`src/rtl/dcache_snoop_responder.sv`:
```
// Snoop responder for one dcache on a two-core MSI bus: looks up snooped
// blocks, flushes Modified data, and downgrades or invalidates the line.
// Optional statistics counters are enabled by defining SNOOP_STATS_EN.
module dcache_snoop_responder #(
  parameter int unsigned SETS  = 8,
  parameter int unsigned WAYS  = 2,
  parameter int unsigned WORDS = 2,
  localparam int unsigned IDX_W = $clog2(SETS),
  localparam int unsigned OFF_W = $clog2(WORDS),
  localparam int unsigned TAG_W = 32 - 2 - OFF_W - IDX_W
) (
  input  logic                  CLK,
  input  logic                  RST,
  input  logic                  ccwait,
  input  logic                  ccinv,
  input  logic [31:0]           ccsnoopaddr,
  input  logic                  dwait,
  input  logic [WAYS*TAG_W-1:0] tag_rd,
  input  logic [WAYS*2-1:0]     st_rd,
  input  logic [31:0]           data_rd,
  output logic [IDX_W-1:0]      snp_idx,
  output logic [1:0]            rd_way,
  output logic [OFF_W-1:0]      rd_off,
  output logic                  ccwrite,
  output logic [31:0]           dstore,
  output logic                  upd_en,
  output logic [1:0]            upd_way,
  output logic [1:0]            upd_state,
`ifdef SNOOP_STATS_EN
  output logic [15:0]           snp_hits,
  output logic [15:0]           snp_flushes,
`endif
  output logic                  cpu_hold
);

  localparam logic [1:0] ST_I = 2'b00;
  localparam logic [1:0] ST_S = 2'b01;
  localparam logic [1:0] ST_M = 2'b10;

  typedef enum logic [2:0] {IDLE, LOOKUP, RESP, FLUSH, UPDATE, DONE} state_e;

  state_e             state_q, state_d;
  logic [TAG_W-1:0]   snp_tag_q, snp_tag_d;
  logic [IDX_W-1:0]   snp_idx_q, snp_idx_d;
  logic               inv_q, inv_d;
  logic               hit_q, hit_d;
  logic [1:0]         hit_way_q, hit_way_d;
  logic [1:0]         hit_st_q, hit_st_d;
  logic [1:0]         rd_way_q, rd_way_d;
  logic [OFF_W-1:0]   rd_off_q, rd_off_d;
  logic               ccwrite_q, ccwrite_d;
  logic               upd_en_q, upd_en_d;
  logic [1:0]         upd_way_q, upd_way_d;
  logic [1:0]         upd_state_q, upd_state_d;

  logic               hit_c;
  logic [1:0]         hit_way_c;
  logic [1:0]         hit_st_c;
  logic               last_word_c;

  // Byte and word offset of the snooped address do not affect the lookup.
  logic unused_addr;
  assign unused_addr = ^ccsnoopaddr[1+OFF_W:0];

  // Tag compare across ways; the lowest-numbered valid matching way wins.
  always_comb begin
    hit_c     = 1'b0;
    hit_way_c = 2'b00;
    hit_st_c  = ST_I;
    for (int w = 0; w < WAYS; w++) begin
      if (!hit_c && st_rd[2*w +: 2] != ST_I && tag_rd[TAG_W*w +: TAG_W] == snp_tag_q) begin
        hit_c     = 1'b1;
        hit_way_c = 2'(w);
        hit_st_c  = st_rd[2*w +: 2];
      end
    end
  end

  assign last_word_c = (rd_off_q == OFF_W'(WORDS - 1));

  // Next-state and registered-output logic for the snoop sequence.
  always_comb begin
    state_d     = state_q;
    snp_tag_d   = snp_tag_q;
    snp_idx_d   = snp_idx_q;
    inv_d       = inv_q;
    hit_d       = hit_q;
    hit_way_d   = hit_way_q;
    hit_st_d    = hit_st_q;
    rd_way_d    = rd_way_q;
    rd_off_d    = rd_off_q;
    ccwrite_d   = ccwrite_q;
    upd_en_d    = 1'b0;
    upd_way_d   = 2'b00;
    upd_state_d = ST_I;

    if (state_q != IDLE && ccwait && ccinv) inv_d = 1'b1;

    unique case (state_q)
      IDLE: begin
        if (ccwait) begin
          snp_tag_d = ccsnoopaddr[31 -: TAG_W];
          snp_idx_d = ccsnoopaddr[2+OFF_W +: IDX_W];
          inv_d     = 1'b0;
          state_d   = LOOKUP;
        end
      end
      LOOKUP: begin
        if (!ccwait) begin
          state_d = IDLE;
        end else begin
          hit_d     = hit_c;
          hit_way_d = hit_way_c;
          hit_st_d  = hit_st_c;
          rd_way_d  = hit_way_c;
          ccwrite_d = hit_c && (hit_st_c == ST_M);
          state_d   = RESP;
        end
      end
      RESP: begin
        if (!ccwait) begin
          state_d = IDLE;
        end else if (hit_q && hit_st_q == ST_M) begin
          rd_off_d = '0;
          state_d  = FLUSH;
        end else if (hit_q) begin
          state_d = UPDATE;
        end else begin
          state_d = DONE;
        end
      end
      FLUSH: begin
        if (!ccwait) begin
          state_d = IDLE;
        end else if (!dwait) begin
          if (last_word_c) state_d = UPDATE;
          else             rd_off_d = rd_off_q + OFF_W'(1);
        end
      end
      UPDATE: begin
        // The strobe is issued even if ccwait drops during this cycle.
        upd_en_d    = 1'b1;
        upd_way_d   = hit_way_q;
        upd_state_d = (inv_q || (ccwait && ccinv)) ? ST_I : ST_S;
        state_d     = DONE;
      end
      DONE: begin
        if (!ccwait) state_d = IDLE;
      end
      default: state_d = IDLE;
    endcase

    if (state_d == IDLE) begin
      ccwrite_d = 1'b0;
      rd_off_d  = '0;
      rd_way_d  = 2'b00;
    end
  end

  // State and output registers with synchronous reset.
  always_ff @(posedge CLK) begin
    if (RST) begin
      state_q     <= IDLE;
      snp_tag_q   <= '0;
      snp_idx_q   <= '0;
      inv_q       <= 1'b0;
      hit_q       <= 1'b0;
      hit_way_q   <= 2'b00;
      hit_st_q    <= ST_I;
      rd_way_q    <= 2'b00;
      rd_off_q    <= '0;
      ccwrite_q   <= 1'b0;
      upd_en_q    <= 1'b0;
      upd_way_q   <= 2'b00;
      upd_state_q <= ST_I;
    end else begin
      state_q     <= state_d;
      snp_tag_q   <= snp_tag_d;
      snp_idx_q   <= snp_idx_d;
      inv_q       <= inv_d;
      hit_q       <= hit_d;
      hit_way_q   <= hit_way_d;
      hit_st_q    <= hit_st_d;
      rd_way_q    <= rd_way_d;
      rd_off_q    <= rd_off_d;
      ccwrite_q   <= ccwrite_d;
      upd_en_q    <= upd_en_d;
      upd_way_q   <= upd_way_d;
      upd_state_q <= upd_state_d;
    end
  end

  assign snp_idx   = snp_idx_q;
  assign rd_way    = rd_way_q;
  assign rd_off    = rd_off_q;
  assign ccwrite   = ccwrite_q;
  assign upd_en    = upd_en_q;
  assign upd_way   = upd_way_q;
  assign upd_state = upd_state_q;
  // dstore passes the array word straight through so the word accepted on
  // dwait=0 is always the one addressed by rd_off.
  assign dstore    = (state_q == FLUSH) ? data_rd : 32'd0;
  assign cpu_hold  = ccwait | (state_q != IDLE);

`ifdef SNOOP_STATS_EN
  logic [15:0] hits_q, hits_d;
  logic [15:0] flushes_q, flushes_d;
  logic        flush_done_c;

  assign flush_done_c = (state_q == FLUSH) && ccwait && !dwait && last_word_c;

  // Saturating hit and completed-flush counters.
  always_comb begin
    hits_d    = hits_q;
    flushes_d = flushes_q;
    if (state_q == RESP && hit_q && hits_q != 16'hFFFF) hits_d = hits_q + 16'd1;
    if (flush_done_c && flushes_q != 16'hFFFF) flushes_d = flushes_q + 16'd1;
  end

  // Counter registers.
  always_ff @(posedge CLK) begin
    if (RST) begin
      hits_q    <= 16'd0;
      flushes_q <= 16'd0;
    end else begin
      hits_q    <= hits_d;
      flushes_q <= flushes_d;
    end
  end

  assign snp_hits    = hits_q;
  assign snp_flushes = flushes_q;
`else
  // Statistics disabled: no counters.
`endif

endmodule

```
`config.mk`:
```
export PLATFORM = sky130hd
export DESIGN_NAME = dcache_snoop_responder
export DESIGN_NICKNAME = d
export VERILOG_FILES = /design/src/rtl/dcache_snoop_responder.sv
export SDC_FILE = /design/constraint.sdc
export NUM_CORES = 1
export LEC_CHECK = 0
export CAP_MARGIN = 20
export CORE_AREA = 2 2 97 99
export DETAILED_ROUTE_END_ITERATION = 7
export DIE_AREA = 0 0 99 101
export PLACE_DENSITY = 0.72
export SLEW_MARGIN = 20
export SYNTH_ARGS = -nofsm -noshare
export SYNTH_HDL_FRONTEND = slang
export SYNTH_SLANG_ARGS = --single-unit
export TNS_END_PERCENT = 30
```
`constraint.sdc`:
```
create_clock -name CLK -period 2.4 [get_ports CLK]
set_input_delay 0.72 -clock CLK [delete_from_list [all_inputs] [get_ports CLK]]
set_output_delay 0.72 -clock CLK [all_outputs]
set_load 0.02 [all_outputs]
```
Word-level counts from Yosys, hierarchy flattened
Cells that the tools add are included.
{"block": "classes", "n_addsub": 1, "n_mul": 0, "div": 0, "n_lt_le_gt_ge": 0, "eq_ne": 13, "shift": 0, "n_mux": 27, "bitwise_logic": 2, "reduce_logical": 21}
{"operator": "$eq A26 B26 Y1", "n": 2}
{"operator": "$mux W32", "n": 1}
{"operator": "$mux W3", "n": 7}
{"operator": "$pmux W3 S6", "n": 1}
{"operator": "$mux W1", "n": 14}
{"operator": "$logic_and A1 B1 Y1", "n": 8}
{"operator": "$ne A2 B2 Y1 const B", "n": 4}
{"operator": "$eq A3 B2 Y1 const B", "n": 2}
{"operator": "$eq A3 B3 Y1 const B", "n": 2}
{"operator": "$logic_not A3 Y1", "n": 2}
{"operator": "$mux W2", "n": 3}
{"operator": "$reduce_bool A2 Y1", "n": 3}
{"operator": "$reduce_and A5 Y1", "n": 1}
{"operator": "$eq A2 B2 Y1 const B", "n": 2}
{"operator": "$reduce_and A2 Y1", "n": 2}
{"operator": "$reduce_or A2 Y1", "n": 2}
{"operator": "$eq A3 B1 Y1 const B", "n": 1}
{"operator": "$reduce_bool A3 Y1", "n": 1}
{"operator": "$pmux W1 S2", "n": 1}
{"operator": "$add A1 B1 Y1 const B", "n": 1}
{"operator": "$logic_not A1 Y1", "n": 1}
{"operator": "$logic_or A1 B1 Y1", "n": 1}
{"operator": "$not A1 Y1", "n": 1}
{"operator": "$or A1 B1 Y1", "n": 1}
{"block": "word_totals", "register_bits": 47, "latch_bits": 0, "mem_bits_rw": 0, "mem_bits_ro": 0, "in_bits": 125, "out_inout_bits": 45, "wordCells": 77, "n_memories": 0}

Depth between registers and ports, before layout
Gate-level depths: netlist (run 1).
{"block": "depth", "depth_word": 9, "mapped_depth": 7, "depth_no_buf": 5}

Worst setup path after synthesis (run 1)
Ideal clock, no wire load.
{"block": "synth_path", "kind": "reg-to-output", "startpoint": "register state_q[1]", "endpoint": "output dstore[10]", "arrival_ns": 1.479, "required_time_ns": 1.680, "path_slack_ns": 0.201, "stages_incl_launch_ff": 6, "n_path_buf": 2, "path_cell_list": "dfxtp_1 > clkbuf_1 > inv_1 > nor3_1 > clkbuf_1 > and2_1"}
{"block": "synth_between", "elab_chain_cells": 2}
{"item": "start: declaration", "line": "42", "rtl": "state_e state_q, state_d;"}
{"item": "start signal: assignment", "line": "177", "rtl": "state_q <= state_d;"}
{"item": "$eq A3 B2 Y1", "line": "202", "rtl": "assign dstore = (state_q == FLUSH) ? data_rd : 32'd0;"}
{"item": "$mux W32", "line": "202"}
{"item": "end: declaration", "line": "25", "rtl": "output logic [31:0] dstore,"}
Every way passes these cells.

Worst setup path in the final report (run 1)
{"block": "layout_path", "startpoint": "input tag_rd[46]", "endpoint": "register hit_q"}
{"block": "layout_between", "elab_chain_cells": 3}
{"item": "start: declaration", "line": "18", "rtl": "input logic [WAYS*TAG_W-1:0] tag_rd,"}
{"item": "$eq A26 B26 Y1", "line": "71", "rtl": "if (!hit_c && st_rd[2*w +: 2] != ST_I && tag_rd[TAG_W*w +: TAG_W] == snp_tag_q) begin"}
{"item": "$logic_and A1 B1 Y1", "line": "71"}
{"item": "$mux W1", "line": "71"}
{"item": "end signal: assignment", "line": "181", "rtl": "hit_q <= hit_d;"}
{"item": "end: declaration", "line": "46", "rtl": "logic hit_q, hit_d;"}
Every way passes these cells.
A chain may end at the register's enable or synchronous reset.

==> results.cfg, run 1 <==
[grt]
grt_overflow_total = 0
grt_max_degree = 34
grt_pass1_wl_mm = 14.02
grt_usage = 0.1764
antenna_found_initial = 0
grt_pass1_vias = 2963

[cells_and_area]
drive_above_1_share = 0.1181
post-route-util = 0.5125
layout.nets = 632
n_antenna_cell = 0
area_growth_pct = 80.78
finalInstanceArea_um2 = 4601
fillers = 885

[clock_tree]
clk_pin_slew_ps = 90
clk_path_buf_depth = 2
cts.sinks = 43
clkLatencyLatePin_ps = 310
clock-root-buffer = clkbuf_8
cts_max_level = 2
cts_made_buffers = 5
cts_tree = built
cts_setup_buffers = 0

[setup_path]
r2r_cells = 6
critPathKind = in2reg
rr_startpoint = snp_tag_q[22]
endpoint = hit_q
end_kind = flip-flop
r2r_end = hit_q
r2r_setup_slack_ps = 490
setup.worst_path.start_class = input port
worstPathMaxFanout = 3
crit_path_start = tag_rd[46]
arrival_ps = 2610
required_ps = 2610

[job]
maxCapViolCount = 0

[yosys]
synth_ff_type = dfxtp_1
yosys_warnings = 0
yosysMostFrequentCell = nand2_1
avgSynthCellArea_um2 = 7.855
synth_top_area_frac = 0.3382
synthTopCellsByArea = dfxtp_1 34%, xor2_1 17%, nand2_1 9.0%
syn-instance-count = 324
synth_common_cells = 61 x nand2_1, 49 x xor2_1, 43 x dfxtp_1, 34 x and2_1, 31 x a21oi_1
yosysTopAreaCell = dfxtp_1
syn-cell-area_um2 = 2545
synth_seq_cells = 43
synth_edf_count = 0
ys_seq_area_frac = 0.3382
synthDistinctLibCells = 45
synthArstFlopShare = 0

[placed_design]
dpl.hpwl_mm = 7.249
place_congestion = 0.8217
portBuffers = 163
place_area_um2 = 4511

[sta]
final_max_slew_viol_count = 0
skew_ps = 10.53
rsz0062_at_grt = true
fmax_mhz = 416.8
finalCritPeriodShare = 0.9997
report.final.hold_viol_count = 0
setup_viol = 0
layout_min_cycle_time_ps = 2399

[detailed_routing]
drc_errors = 0
wirelength_mm = 8.872
ant_nets = 0
firstDrtPassIters = 5
dr.first_iter.drc_count = 99
wl_per_cell_um = 14.33
viasPerCell = 4.688
via_count = 2902

[power_and_ir_drop]
ir_worst_vdd_mv = 0.3069
p_per_area_nw_per_um2 = 413.8
power_leakage_nw = 1.934

[floorplan]
start_util = 0.2835
die_w_um = 99
core-area_um2 = 8977
die_area_um2 = 9999
pin_count = 170
fp-row-count = 35
die_y_um = 101

[hold_path]
min_from = snp_idx[2]
hold_path.class = reg2reg

[outcome]
status = finished, final reports clean
## layer usage
layer | GRT usage | wire length, um | up-vias
met5 | 0 | 0 | -
met3 | 0.06380 | 857 | 16
met2 | 0.3119 | 4508 | 119
li1 | - | - | 1462
met4 | 0.07165 | 204 | 0
met1 | 0.1913 | 3302 | 1305
## area by class of cell
class	instances	area [um^2]	area share
tap	111	138.9	0.03019
clock inverter	3	43.79	0.009519
inverter	4	15.01	0.003264
multi-input combinational	260	1629	0.3541
sequential	43	860.8	0.1871
clock buffer	5	68.82	0.01496
timing repair buffer	193	1844	0.4009
## worst max-delay path, stage by stage
cell and delay (ps):
clkdlybuf4s50_1 430, xor2_1 150, nor4_1 290, buf_4 170, nand4_1 200, or3_4 390
a311oi_2 260
## sequential cells by signal, indices dropped and copies added, names as in the netlist
register   flops
ccwrite        1
hit_q          1
hit_st_q       2
hit_way_q      1
inv_q          1
rd_off         1
rd_way         1
snp_idx        3
snp_tag_q     26
state_q        3
upd_en         1
upd_state      1
upd_way        1
## power breakdown
group / leakage (nW) / total, mW / switching, mW / internal, mW
combinational: 1.52 / 0.534 / 0.210 / 0.324
clock: 0.0581 / 0.579 / 0.269 / 0.310
sequential: 0.352 / 0.791 / 0.0395 / 0.751
## worst min-delay path by stage
stage | end | cells past startpoint
after global placement | snp_idx[1] | 2
after CTS | snp_idx[2] | 2
after floorplan | upd_way[0] | 1
after detailed placement | upd_way[0] | 1
after global routing | snp_idx[2] | 2
final | snp_idx[2] | 2
## repair_timing
action / 4_1_cts / 5_1_grt
hold buffers: 0 / 0
gates resized for setup: 37 / 47
pin swaps: 2 / 2
endpoints found under the setup margin: 34 / 39
## through the flow
| stage | setup slack [ps] | hold slack (ps) | TNS (ps) | total power [mW] | cells |
|---|---|---|---|---|---|
| final | 0.6228 | 463.0 | 0 | 1.904 | 619 |
| after global routing | -42.02 | 477.5 | -42.02 | 2.002 | 619 |
| after CTS | -154.9 | 462.2 | -154.9 | 1.919 | 619 |
| after detailed placement | -538.2 | 449.3 | -8836 | 1.343 | 611 |
| after global placement | -515.7 | 444.2 | -8236 | 1.333 | 611 |
| after floorplan | 201.4 | 421.1 | 0 | 1.001 | 326 |
## cell families after synthesis
logic type               Yosys count  synth area share
XOR/XNOR                          52            0.1790
AO/OA/AOI/OAI                     48            0.1190
other                              1          0.001474
AND/OR/NAND/NOR                  156            0.3191
flip-flops                        43            0.3383
adder cells (fa/ha/maj)            1          0.003933
buffers and inverters             23           0.03933
## cell usage in the layout (no fill, tap or decap), types with 2 or more instances in the layout
master	n
a2111oi_2	2
a21oi_1	31
a22oi_1	2
a31o_1	2
a31oi_1	2
a41o_1	2
and2_1	34
buf_12	3
buf_4	27
clkbuf_2	10
clkbuf_8	5
clkdlybuf4s15_1	19
clkdlybuf4s50_1	129
conb_1	3
dfxtp_1	43
dlygate4sd2_1	3
inv_1	4
nand2_1	61
nand2b_1	3
nand3_1	2
nand3b_1	2
nand4_1	2
nor2_1	10
nor3_1	6
nor3_2	2
nor3b_1	2
nor4_1	18
or3_1	2
xnor2_1	3
xor2_1	49
(Power assumes the default switching activity.)
==> run 2: changes to the inputs <==
- CTS_CLUSTER_DIAMETER: not set -> 120
- CTS_CLUSTER_SIZE: not set -> 10
==> results of run 2 <==
No change in the layout: final DEF, timing and power equal those of run 1.
==> run 3: changes to the inputs <==
- CORE_AREA: 2 2 97 99 -> 2 2 88 90
- DIE_AREA: 0 0 99 101 -> 0 0 90 92
- PLACE_DENSITY: 0.72 -> 0.85
- SLEW_MARGIN: 20 -> not set
==> results.cfg, run 3 (synthesis gave the netlist of run 1 again) <==
[outcome]
status = finished, final reports clean

[cells_and_area]
finalInstanceArea_um2 = 4504
n_antenna_cell = 0
largest_reg_flops = 26
area_growth_pct = 76.99
layout_commonest_cell = clkdlybuf4s50_1
drive_above_1_share = 0.1634
fillers = 641
layout_common_cells = 128 x clkdlybuf4s50_1, 61 x nand2_1, 49 x xor2_1
layout.nets = 638
top_register = snp_tag_q

[power_and_ir_drop]
power_leakage_nw = 1.954
ir_worst_vdd_mv = 0.2637
finalPower_mw = 1.839
p_per_area_nw_per_um2 = 408.2

[clock_tree]
cts_max_level = 2
clk_path_buf_depth = 2
cts_tree = built
clock-root-buffer = clkbuf_8
clkLatencyLatePin_ps = 300
cts.sinks = 43
cts_made_buffers = 5
postCtsHoldBufs = 0
clk_pin_slew_ps = 80
cts_setup_buffers = 0

[setup_path]
crit_chain = clkdlybuf4s50_1 -> xor2_1 -> nor4_1 -> nand4_1 -> or3_1 -> a311oi_1
r2r_cells = 5
setup.worst_path.start_class = input port
crit_path_start = tag_rd[38]
rr_startpoint = snp_tag_q[13]
worstPathMaxFanout = 3
endpoint = hit_q
arrival_ps = 2600
end_kind = flip-flop
slowest_delay_ps = 440
path_buf_inv = 1
crit_path_top_delay_cell = clkdlybuf4s50_1
required_ps = 2600
path_depth = 6
critPathKind = in2reg
r2r_end = hit_q
r2r_setup_slack_ps = 500
path_delay_family = simple AND/OR/NAND/NOR gates

[grt]
antenna_found_initial = 0
grt_pass1_vias = 2930
grt_usage = 0.2076
grt_pass1_wl_mm = 13.82
grt_overflow_total = 0
global_route.usage.met2 = 0.3941
busiest_layer = met2
grt_max_degree = 31
use_met1 = 0.2226
gr-usage-met3 = 0.04601

[floorplan]
pin_count = 170
die_y_um = 92
start_util = 0.3417
core-area_um2 = 7447
fp-row-count = 32
die_w_um = 90
die_area_um2 = 8280

[sta]
report.final.hold_viol_count = 0
rsz0062_at_grt = true
final_max_slew_viol_count = 0
finalCritPeriodShare = 0.9982
fmax_mhz = 417.4
hold_slack_ps = 463.2
setup_viol = 0
layout_min_cycle_time_ps = 2396
skew_ps = 6.787

[detailed_routing]
drc_errors = 0
wl_per_cell_um = 14.28
ant_nets = 0
viasPerCell = 4.867
firstDrtPassIters = 4
wirelength_mm = 8.799
via_count = 2998
dr.first_iter.drc_count = 109

[placed_design]
place_area_um2 = 4532
dpl.hpwl_mm = 7.194
place_congestion = 0.8412
portBuffers = 163

[hold_path]
hold_path.class = reg2reg

[job]
maxCapViolCount = 0
-- run 3: area by class of cell --
type / count / area, um^2 / share of cell area
clock buffer: 8 / 100.1 / 0.02222
inverter: 4 / 15.01 / 0.003333
multi-input combinational: 260 / 1619 / 0.3594
sequential: 43 / 860.8 / 0.1911
tap: 102 / 127.6 / 0.02833
timing repair buffer: 199 / 1782 / 0.3956
-- run 3: worst min-delay path, delay by kind of cell, from the launching register on --
family	cells	cell delay (ps)
DFF	1	320
and+or+nand+nor	1	50
AOI/OAI and AO/OA	1	50
-- run 3: worst min-delay path by stage --
stage,cells past startpoint,to,start
3_3_place_gp,1,upd_way[0],hit_way_q[0]
4_1_cts,1,upd_way[0],hit_way_q[0]
6_report,2,snp_idx[1],snp_idx[1]
3_5_place_dp,1,upd_way[0],hit_way_q[0]
2_1_floorplan,1,upd_way[0],hit_way_q[0]
5_1_grt,2,snp_idx[2],snp_idx[2]
-- run 3: per-layer routing --
layer	vias to the layer above	share of wire
met5	-	0
met4	0	0.023
met3	21	0.063
met2	137	0.52
met1	1367	0.39
li1	1473	-
-- run 3: what timing repair did --
item                       in CTS  in global routing
setup endpoints to repair      34                 39
pin swaps                       0                  4
resized for setup              37                 71
cloned                          0                  0
-- run 3: per-stage QoR --
step	util	setup WS, ps	TNS [ps]	std cells
floorplan	-	201.4	0	326
global placement	0.6085	-507.7	-8220	608
detailed placement	0.6085	-502.5	-8622	608
CTS	0.6174	-224.5	-224.5	616
global route	0.6048	-34.10	-34.10	616
finish	0.6048	4.319	0	616
-- run 3: where the power goes --
part / switching [mW] / internal [mW]
sequential: 0.0370 / 0.752
combinational: 0.219 / 0.328
clock: 0.240 / 0.263
